$ cat src/rtl/bch_ecc_ctrl.sv
`timescale 1ns/1ps
// -----------------------------------------------------------------------------
// bch_ecc_ctrl
//
// Sequences an external combinational BCH encoder/decoder pair around a
// single-port word memory. Host requests are handled one at a time:
//   write : parity from the encoder is appended and {parity, data} is stored.
//   read  : the stored word is decoded; correctable errors are fixed with the
//           decoder mask (and optionally scrubbed back), uncorrectable words
//           are returned raw. Saturating counters track both outcomes.
//
// Ports
//   clk, rst                  clock, asynchronous active-high reset
//   req_valid_i / req_ready_o host request handshake (ready only when idle)
//   req_we_i, req_addr_i,
//   req_wdata_i               request type, address, write data
//   rsp_valid_o / rsp_ready_i response handshake
//   rsp_rdata_o, rsp_err_o    read data (0 for writes), 00/01/10 status
//   mem_en_o, mem_we_o,
//   mem_addr_o, mem_wdata_o   memory strobe, write enable, address, {p, d}
//   mem_rdata_i               read word, valid the cycle after the strobe
//   enc_d_o / enc_p_i         encoder data in / parity out
//   dec_d_o, dec_ecc_o        decoder data and parity in
//   dec_msk_i, dec_err_i      decoder correction mask and status
//   corr_cnt_o, uncorr_cnt_o  saturating corrected / uncorrectable counts
// -----------------------------------------------------------------------------
module bch_ecc_ctrl #(
    parameter int D_WIDTH   = 48,
    parameter int P_WIDTH   = 12,
    parameter int A_WIDTH   = 10,
    parameter int CNT_WIDTH = 16,
    parameter bit SCRUB_EN  = 1'b1
) (
    input  logic                       clk,
    input  logic                       rst,
    input  logic                       req_valid_i,
    output logic                       req_ready_o,
    input  logic                       req_we_i,
    input  logic [A_WIDTH-1:0]         req_addr_i,
    input  logic [D_WIDTH-1:0]         req_wdata_i,
    output logic                       rsp_valid_o,
    input  logic                       rsp_ready_i,
    output logic [D_WIDTH-1:0]         rsp_rdata_o,
    output logic [1:0]                 rsp_err_o,
    output logic                       mem_en_o,
    output logic                       mem_we_o,
    output logic [A_WIDTH-1:0]         mem_addr_o,
    output logic [P_WIDTH+D_WIDTH-1:0] mem_wdata_o,
    input  logic [P_WIDTH+D_WIDTH-1:0] mem_rdata_i,
    output logic [D_WIDTH-1:0]         enc_d_o,
    input  logic [P_WIDTH-1:0]         enc_p_i,
    output logic [D_WIDTH-1:0]         dec_d_o,
    output logic [P_WIDTH-1:0]         dec_ecc_o,
    input  logic [D_WIDTH-1:0]         dec_msk_i,
    input  logic [1:0]                 dec_err_i,
    output logic [CNT_WIDTH-1:0]       corr_cnt_o,
    output logic [CNT_WIDTH-1:0]       uncorr_cnt_o
);

    typedef enum logic [2:0] {
        IDLE, WR, RD, RD_WAIT, DEC, SCRUB, RSP
    } state_t;

    localparam logic [1:0] ERR_CLEAN  = 2'b00;
    localparam logic [1:0] ERR_CORR   = 2'b01;
    localparam logic [1:0] ERR_UNCORR = 2'b10;

    state_t               state, state_nxt;
    logic [D_WIDTH-1:0]   dreg;
    logic [P_WIDTH-1:0]   preg;
    logic [A_WIDTH-1:0]   areg;
    logic                 wereg;
    logic [1:0]           errreg;

    // Uncorrectable wins over "detected", so status 11 is treated as 10.
    logic uncorr_hit, corr_hit;
    assign uncorr_hit = dec_err_i[1];
    assign corr_hit   = dec_err_i[0] & ~dec_err_i[1];

    // The codec works on the held word; in SCRUB dreg already holds the
    // corrected data, so enc_p_i is the fresh parity for the write-back.
    assign enc_d_o   = dreg;
    assign dec_d_o   = dreg;
    assign dec_ecc_o = preg;

    // NOTE: sequential state uses non-blocking assignments so every register
    // samples the pre-edge values, independent of statement order.
    always_ff @(posedge clk or posedge rst) begin
        if (rst) begin
            state <= IDLE;
        end else begin
            state <= state_nxt;
        end
    end

    always_comb begin
        // NOTE: every output and next-state gets a default first so no path
        // through the case leaves a value unassigned (no latches).
        state_nxt   = state;
        req_ready_o = 1'b0;
        rsp_valid_o = 1'b0;
        rsp_rdata_o = '0;
        rsp_err_o   = ERR_CLEAN;
        mem_en_o    = 1'b0;
        mem_we_o    = 1'b0;
        mem_addr_o  = '0;
        mem_wdata_o = '0;

        case (state)
            IDLE: begin
                req_ready_o = 1'b1;
                if (req_valid_i) begin
                    state_nxt = req_we_i ? WR : RD;
                end
            end
            WR: begin
                mem_en_o    = 1'b1;
                mem_we_o    = 1'b1;
                mem_addr_o  = areg;
                mem_wdata_o = {enc_p_i, dreg};
                state_nxt   = RSP;
            end
            RD: begin
                mem_en_o   = 1'b1;
                mem_addr_o = areg;
                state_nxt  = RD_WAIT;
            end
            RD_WAIT: begin
                state_nxt = DEC;
            end
            DEC: begin
                state_nxt = (corr_hit && SCRUB_EN) ? SCRUB : RSP;
            end
            SCRUB: begin
                mem_en_o    = 1'b1;
                mem_we_o    = 1'b1;
                mem_addr_o  = areg;
                mem_wdata_o = {enc_p_i, dreg};
                state_nxt   = RSP;
            end
            RSP: begin
                rsp_valid_o = 1'b1;
                rsp_err_o   = errreg;
                rsp_rdata_o = wereg ? '0 : dreg;
                if (rsp_ready_i) begin
                    state_nxt = IDLE;
                end
            end
            default: begin
                state_nxt = IDLE;
            end
        endcase
    end

    // Datapath registers; they only change in the states that own them, so
    // the response outputs hold steady for as long as the host stalls.
    always_ff @(posedge clk or posedge rst) begin
        if (rst) begin
            dreg         <= '0;
            preg         <= '0;
            areg         <= '0;
            wereg        <= 1'b0;
            errreg       <= ERR_CLEAN;
            corr_cnt_o   <= '0;
            uncorr_cnt_o <= '0;
        end else begin
            case (state)
                IDLE: begin
                    if (req_valid_i) begin
                        areg  <= req_addr_i;
                        wereg <= req_we_i;
                        dreg  <= req_wdata_i;
                    end
                end
                WR: begin
                    errreg <= ERR_CLEAN;
                end
                RD_WAIT: begin
                    {preg, dreg} <= mem_rdata_i;
                end
                DEC: begin
                    if (uncorr_hit) begin
                        errreg <= ERR_UNCORR;
                        if (uncorr_cnt_o != '1) begin
                            uncorr_cnt_o <= uncorr_cnt_o + CNT_WIDTH'(1);
                        end
                    end else if (corr_hit) begin
                        errreg <= ERR_CORR;
                        dreg   <= dreg ^ dec_msk_i;
                        if (corr_cnt_o != '1) begin
                            corr_cnt_o <= corr_cnt_o + CNT_WIDTH'(1);
                        end
                    end else begin
                        errreg <= ERR_CLEAN;
                    end
                end
                default: ;
            endcase
        end
    end

endmodule

$ cat config.mk
export PLATFORM = sky130hd
export DESIGN_NAME = bch_ecc_ctrl
export DESIGN_NICKNAME = d
export VERILOG_FILES = /design/src/rtl/bch_ecc_ctrl.sv
export SDC_FILE = /design/constraint.sdc
export NUM_CORES = 1
export LEC_CHECK = 0
export ABC_AREA = 0
export BUFFER_PORTS_ARGS = -buffer_cell sky130_fd_sc_hd__clkbuf_2
export CORE_AREA = 2 2 175 177
export DETAILED_ROUTE_END_ITERATION = 16
export DIE_AREA = 0 0 177 179
export GPL_TIMING_DRIVEN = 0
export SYNTH_ARGS = -nofsm -noshare
export SYNTH_HDL_FRONTEND = slang
export SYNTH_SLANG_ARGS = --single-unit
$ cat constraint.sdc
create_clock -name clk -period 3 [get_ports clk]
set_input_delay 0.3 -clock clk [delete_from_list [all_inputs] [get_ports clk]]
set_output_delay 0.3 -clock clk [all_outputs]
set_load 0.02 [all_outputs]
======== After elaboration in Yosys (flattened, before gate mapping) ========
Cells that the tools add are included.
operators by class
  shift-type cells ........................ 0
  eq/ne operators ......................... 12
  muxes and demuxes ....................... 21
  bitwise gates (word level) .............. 3
  $add $sub $neg .......................... 2
  reduce and logical (&&, ||, !) cells .... 10
  order comparisons ....................... 0
  multiply operators ...................... 0
  divide/modulo/power cells ............... 0
operators by type and width
  kind                                           count
  two-way mux 48 bit                             5
  case mux 48 bit (3 select lines)               1
  two-way mux 60 bit                             1
  bitwise XOR 48 bit                             1
  adder 16 x 1 -> 16 bit, second input constant  2
  inequality test 16 bit, second input constant  2
  case mux 3 bit (6 select lines)                1
  two-way mux 10 bit                             1
  == test 3 bit, second input constant           3
  two-way mux 2 bit                              4
  inequality test 2 bit, second input constant   4
  AND reduction 4 bit                            2
  == test 3 x 2 -> 1 bit, second input constant  2
  two-way mux 3 bit                              2
  two-way mux 1 bit                              5
  case mux 2 bit (2 select lines)                1
  AND reduction 2 bit                            2
  == test 3 x 1 -> 1 bit, second input constant  1
  zero test 3 bit                                1
  AND reduction 3 bit                            1
  nonzero test 3 bit                             1
  OR reduction 3 bit                             1
  nonzero test 2 bit                             1
  OR reduction 2 bit                             1
  2 further kinds                                2
word-level totals
  memory bits (writable) .................. 0
  memories kept ........................... 0
  memory bits (read-only) ................. 0
  register bits after elaboration ......... 108
  bits in latches ......................... 0
  output and inout bits ................... 264
  logic and storage cells ................. 56

======== Logic depth before layout (Yosys ltp) ========
  word-level depth ........................ 5
  gate-level depth with buffers ........... 8
  depth with buffers taken out ............ 5

======== Worst setup path before layout ========
No wires, ideal clock.
  kind .................................... reg-to-output
  start ................................... reg state[1]
  end ..................................... out rsp_rdata_o[27]
  arrival ................................. 1915 ps
  cell stages (with the launch flop) ...... 8
  setup slack ............................. 785 ps
  buffers on the path ..................... 3
  cell sequence ........................... dfrtp_1 -> buf_2 -> inv_1 -> nor3b_2 -> nor2b_1 -> buf_2 -> clkbuf_1 -> and2_1
between the ends
  longest elaborated chain between the ends .. 2
RTL lines
  item                      line  text
  start: declaration        68    state_t state, state_nxt;
  start signal: assignment  92    state <= state_nxt;
  == test 3 bit             109   case (state)
  two-way mux 48 bit        109
  end: declaration          43    output logic [D_WIDTH-1:0] rsp_rdata_o,
No other way between the ends.

======== Worst setup path in the final report ========
  start ................................... reg state[1]
  end ..................................... out mem_wdata_o[0]
between the ends
  longest elaborated chain between the ends .. 3
RTL lines
  item                                                            line  text
  == test 3 bit / == test 3 x 1 -> 1 bit (equally long branches)  109
  OR reduction 2 bit (no source line) (*)                         -
  two-way mux 60 bit (*)                                          109
  end: declaration                                                48    output logic [P_WIDTH+D_WIDTH-1:0] mem_wdata_o,
Mark *: on every way between the ends. The rest lies on a longest branch, timed or not.

==> impl_metrics.xml <==
<?xml version="1.0" encoding="UTF-8"?>
<metrics>
  <group name="logic_synthesis">
    <metric name="synth_top_flop_cell" unit="">sky130_fd_sc_hd__dfrtp_1</metric>
    <metric name="synth_area" unit="sq mm">0.00677</metric>
    <metric name="asr_flop_ratio_synth" unit="">1.00</metric>
    <metric name="netlist-cell-type-count" unit="">43</metric>
    <metric name="synth_area_leader_cell" unit="">sky130_fd_sc_hd__dfrtp_1</metric>
    <metric name="synth_most_common_cell" unit="">sky130_fd_sc_hd__and2_1</metric>
    <metric name="synth-edff-count" unit="">0</metric>
    <metric name="ys_top_cells_by_count" unit="">110 x sky130_fd_sc_hd__and2_1, 108 x sky130_fd_sc_hd__dfrtp_1, 49 x sky130_fd_sc_hd__buf_4, 49 x sky130_fd_sc_hd__nand2_1, 37 x sky130_fd_sc_hd__nor2_1</metric>
    <metric name="syn-instance-count" unit="">726</metric>
    <metric name="synthesis.yosys.warnings" unit="">0</metric>
    <metric name="synthesis.nets" unit="">913</metric>
    <metric name="synthDominantCellAreaShare" unit="">0.399</metric>
    <metric name="ys_ff_latch" unit="">108</metric>
    <metric name="post_synth.cell_area_avg" unit="sq um">9.33</metric>
    <metric name="synth_top_cells_by_area" unit="">sky130_fd_sc_hd__dfrtp_1 40%, sky130_fd_sc_hd__and2_1 10%, sky130_fd_sc_hd__buf_4 5.4%</metric>
    <metric name="synth_sequential_area_ratio" unit="">0.399</metric>
  </group>
  <group name="sta">
    <metric name="report.final.setup_viol" unit="">0</metric>
    <metric name="transition_time_at_the_pin_with_the_least_slew_margin" unit="ns">1.04</metric>
    <metric name="layout_min_cycle_time" unit="ns">2.87</metric>
    <metric name="final-hold-violation-count" unit="">0</metric>
    <metric name="number_of_max_slew_violations_in_the_final_report" unit="">0</metric>
    <metric name="setup_repair_after_global_routing_missed_its_margin" unit="">false</metric>
    <metric name="maxSlewHeadroom" unit="">0.304</metric>
    <metric name="final.period_utilization" unit="">0.956</metric>
    <metric name="finClkSkew" unit="ns">0.00938</metric>
    <metric name="clock.fmax" unit="GHz">0.349</metric>
    <metric name="setup_total_negative_slack" unit="ns">0</metric>
    <metric name="setup_ws" unit="ns">0.132</metric>
  </group>
  <group name="critical_path">
    <metric name="worst-setup-path-type" unit="">flop to output port</metric>
    <metric name="crit-reg2reg-capture" unit="">dec_d_o[1]</metric>
    <metric name="critical_path.max_stage_delay" unit="ns">0.55</metric>
    <metric name="critical_path.reg2reg.startpoint" unit="">state[2]</metric>
    <metric name="cp_top_family" unit="">buffers and inverters</metric>
    <metric name="critPathRequiredTime" unit="ns">2.70</metric>
    <metric name="critPathCaptureType" unit="">output port</metric>
    <metric name="reg2reg_setup_slack" unit="ns">0.35</metric>
    <metric name="timing.critical_path.slowest_stage_cell" unit="">sky130_fd_sc_hd__clkbuf_1</metric>
    <metric name="critPathArrivalTime" unit="ns">2.57</metric>
    <metric name="timing.critical_path.fanout_max" unit="">10</metric>
    <metric name="crit_path_frequent_cell" unit="">sky130_fd_sc_hd__clkbuf_1</metric>
    <metric name="cp.buffers_inverters" unit="">4</metric>
    <metric name="crit_path_start_kind" unit="">flop</metric>
    <metric name="worstPathCellList" unit="">buf_2, nor2b_1, clkbuf_1, clkbuf_1, and2_1, clkbuf_2</metric>
    <metric name="reg2regPathDepth" unit="">7</metric>
  </group>
  <group name="pwr">
    <metric name="ir_drop" unit="mV">0.367</metric>
    <metric name="p_leak" unit="uW">0.00522</metric>
    <metric name="power_per_cell_area" unit="mW/mm^2">1050</metric>
  </group>
  <group name="cells_and_area">
    <metric name="design.final.nets" unit="">1374</metric>
    <metric name="n_antenna_cell" unit="">0</metric>
    <metric name="syn2layout_area_growth" unit="%">46.1</metric>
    <metric name="layout-drive-gt1-share" unit="">0.472</metric>
  </group>
  <group name="clock_tree">
    <metric name="path_clk_slew" unit="ns">0.09</metric>
    <metric name="cts_max_level" unit="">3</metric>
    <metric name="ctsRootBufferMaster" unit="">sky130_fd_sc_hd__clkbuf_16</metric>
    <metric name="clock_sink_count" unit="">108</metric>
    <metric name="cts_hold_buf" unit="">0</metric>
    <metric name="clkLatencyLatePin" unit="ns">0.36</metric>
    <metric name="tritoncts.num_buffers" unit="">9</metric>
    <metric name="clk_path_buf_depth" unit="">2</metric>
    <metric name="tritoncts" unit="">yes</metric>
  </group>
  <group name="grt">
    <metric name="antenna_violations_before_repair" unit="">2</metric>
    <metric name="gr-usage-all-layers" unit="">0.176</metric>
    <metric name="grt_first_pass_wirelength" unit="mm">41.8</metric>
    <metric name="grt_start_max_net_pins" unit="">39</metric>
    <metric name="grt_pass1_vias" unit="">6770</metric>
    <metric name="globalRouteOverflowTotal" unit="">0</metric>
  </group>
  <group name="drt">
    <metric name="drt-pass1-iter-count" unit="">4</metric>
    <metric name="drt_iter0_drc" unit="">361</metric>
    <metric name="detail_routed_net_length_per_standard_cell" unit="microns">18.5</metric>
    <metric name="ant_nets" unit="">0</metric>
    <metric name="drc" unit="">0</metric>
    <metric name="detail_route.wirelength" unit="mm">29.4</metric>
    <metric name="vias" unit="">7258</metric>
    <metric name="via_per_inst" unit="">4.57</metric>
  </group>
  <group name="place">
    <metric name="globalplace.congestion" unit="">0.846</metric>
    <metric name="port-buffer-count" unit="">448</metric>
    <metric name="half_perimeter_wire_length_after_placement" unit="mm">23.0</metric>
    <metric name="dp_worst_setup_slack" unit="ns">0.0337</metric>
  </group>
  <group name="floorplan">
    <metric name="rows" unit="">64</metric>
    <metric name="dieWidth" unit="microns">177</metric>
    <metric name="start_util" unit="">0.225</metric>
    <metric name="num_ports" unit="">449</metric>
    <metric name="placeableCoreArea" unit="sq mm">0.0300</metric>
    <metric name="die_h" unit="microns">179</metric>
    <metric name="die_area" unit="sq mm">0.0317</metric>
  </group>
  <group name="run">
    <metric name="drv_cap" unit="">0</metric>
  </group>
  <group name="outcome">
    <metric name="status" unit="">complete, no violations</metric>
  </group>
  <group name="min_path">
    <metric name="worstHoldPathType" unit="">input pin to asynchronous set/reset pin</metric>
  </group>
</metrics>
-- where the power goes --
part | switching (uW) | internal (uW) | leakage, uW
Combinational | 3890 | 2480 | 0.00372
Clock | 676 | 599 | 0.000146
Sequential | 751 | 2010 | 0.00135
Total | 5310 | 5090 | 0.00522
-- per-stage QoR --
step | cells | utilization | power (uW) | instance area [sq um] | hold slack [ns]
after global routing | 1588 | 0.329 | 11100 | 9890 | 0.113
after detailed placement | 1572 | 0.318 | 9200 | 9550 | 0.467
after floorplan | 726 | - | 6730 | 6770 | 0.405
after CTS | 1588 | 0.329 | 10500 | 9870 | 0.0891
after global placement | 1570 | 0.317 | 9110 | 9510 | 0.462
final | 1588 | 0.329 | 10400 | 9890 | 0.0713
-- worst max-delay path by stage --
stage	startpoint	endpoint	slack, ns	cells past startpoint
floorplan	state[1]	rsp_rdata_o[27]	0.78	7
global placement	state[1]	rsp_rdata_o[33]	0.12	8
detailed placement	state[1]	rsp_rdata_o[33]	0.03	8
CTS	state[1]	rsp_rdata_o[33]	0.02	8
global route	state[1]	rsp_rdata_o[33]	0.03	8
finish	state[1]	mem_wdata_o[0]	0.13	6
-- routing by layer --
metal,wire (microns),global-route usage,part of all wire
met2,14400,0.297,0.49
met4,476,0.0492,0.016
met3,1690,0.0244,0.058
met1,12700,0.235,0.43
met5,0,0,0
-- cell type report --
cell class / instances / area, sq um
sequential: 108 / 2700
inverter: 4 / 18.8
clock buffer: 9 / 225
fill: 3165 / 20100
timing repair buffer: 450 / 2280
clock inverter: 7 / 80.1
tap: 396 / 495
multi-input combinational: 512 / 3470
buffer: 102 / 614
-- layout by cell type (no fill, tap or decap), types with 2 or more instances in the layout --
master / Yosys / routed
sky130_fd_sc_hd__clkbuf_2: 0 / 454
sky130_fd_sc_hd__and2_1: 110 / 110
sky130_fd_sc_hd__dfrtp_1: 108 / 108
sky130_fd_sc_hd__buf_4: 49 / 50
sky130_fd_sc_hd__nand2_1: 49 / 49
sky130_fd_sc_hd__nor2_1: 37 / 37
sky130_fd_sc_hd__nor3b_1: 36 / 36
sky130_fd_sc_hd__o21ai_0: 36 / 36
sky130_fd_sc_hd__a221o_1: 34 / 34
sky130_fd_sc_hd__a22o_1: 34 / 34
sky130_fd_sc_hd__xor2_1: 26 / 26
sky130_fd_sc_hd__clkbuf_1: 32 / 24
sky130_fd_sc_hd__xnor2_1: 18 / 18
sky130_fd_sc_hd__a21oi_1: 17 / 17
sky130_fd_sc_hd__a221oi_1: 16 / 16
sky130_fd_sc_hd__buf_2: 16 / 15
sky130_fd_sc_hd__mux2_2: 14 / 14
sky130_fd_sc_hd__nor2b_1: 13 / 12
sky130_fd_sc_hd__nor3_1: 12 / 12
sky130_fd_sc_hd__nand3_1: 11 / 11
sky130_fd_sc_hd__nor4_1: 10 / 10
sky130_fd_sc_hd__nand4_1: 9 / 9
sky130_fd_sc_hd__clkbuf_16: 0 / 9
sky130_fd_sc_hd__and3_1: 6 / 6
sky130_fd_sc_hd__buf_1: 4 / 4
sky130_fd_sc_hd__inv_1: 4 / 3
sky130_fd_sc_hd__nor4b_1: 3 / 3
sky130_fd_sc_hd__or2_2: 2 / 2
sky130_fd_sc_hd__clkinvlp_4: 0 / 2
sky130_fd_sc_hd__o22ai_1: 2 / 2
sky130_fd_sc_hd__ha_1: 2 / 2
sky130_fd_sc_hd__clkinv_8: 0 / 2
sky130_fd_sc_hd__inv_8: 0 / 2
sky130_fd_sc_hd__inv_6: 0 / 2
sky130_fd_sc_hd__buf_12: 0 / 2
-- timing repair --
action,CTS,global route
buffers inserted,0,0
setup endpoints to repair,51,37
endpoints found under the hold margin,0,0
resized for setup,7,11
-- flip-flops by register name, summed over array words and instances, names as in the netlist --
signal        flops
state             3
dec_ecc_o        12
wereg             1
errreg            2
uncorr_cnt_o     16
areg             10
corr_cnt_o       16
dec_d_o          48
-- cells by family (layout without fill, tap and decap cells) --
group / Yosys count / in the layout / synth area share
compound gates: 141 / 141 / 0.159
xor+xnor: 44 / 44 / 0.0569
fa+ha+maj: 2 / 2 / 0.00370
buf+inv: 106 / 572 / 0.0900
flops: 108 / 108 / 0.399
mux: 15 / 15 / 0.0249
simple gates: 310 / 310 / 0.267
Note: power is estimated with default switching activity, not from simulation.
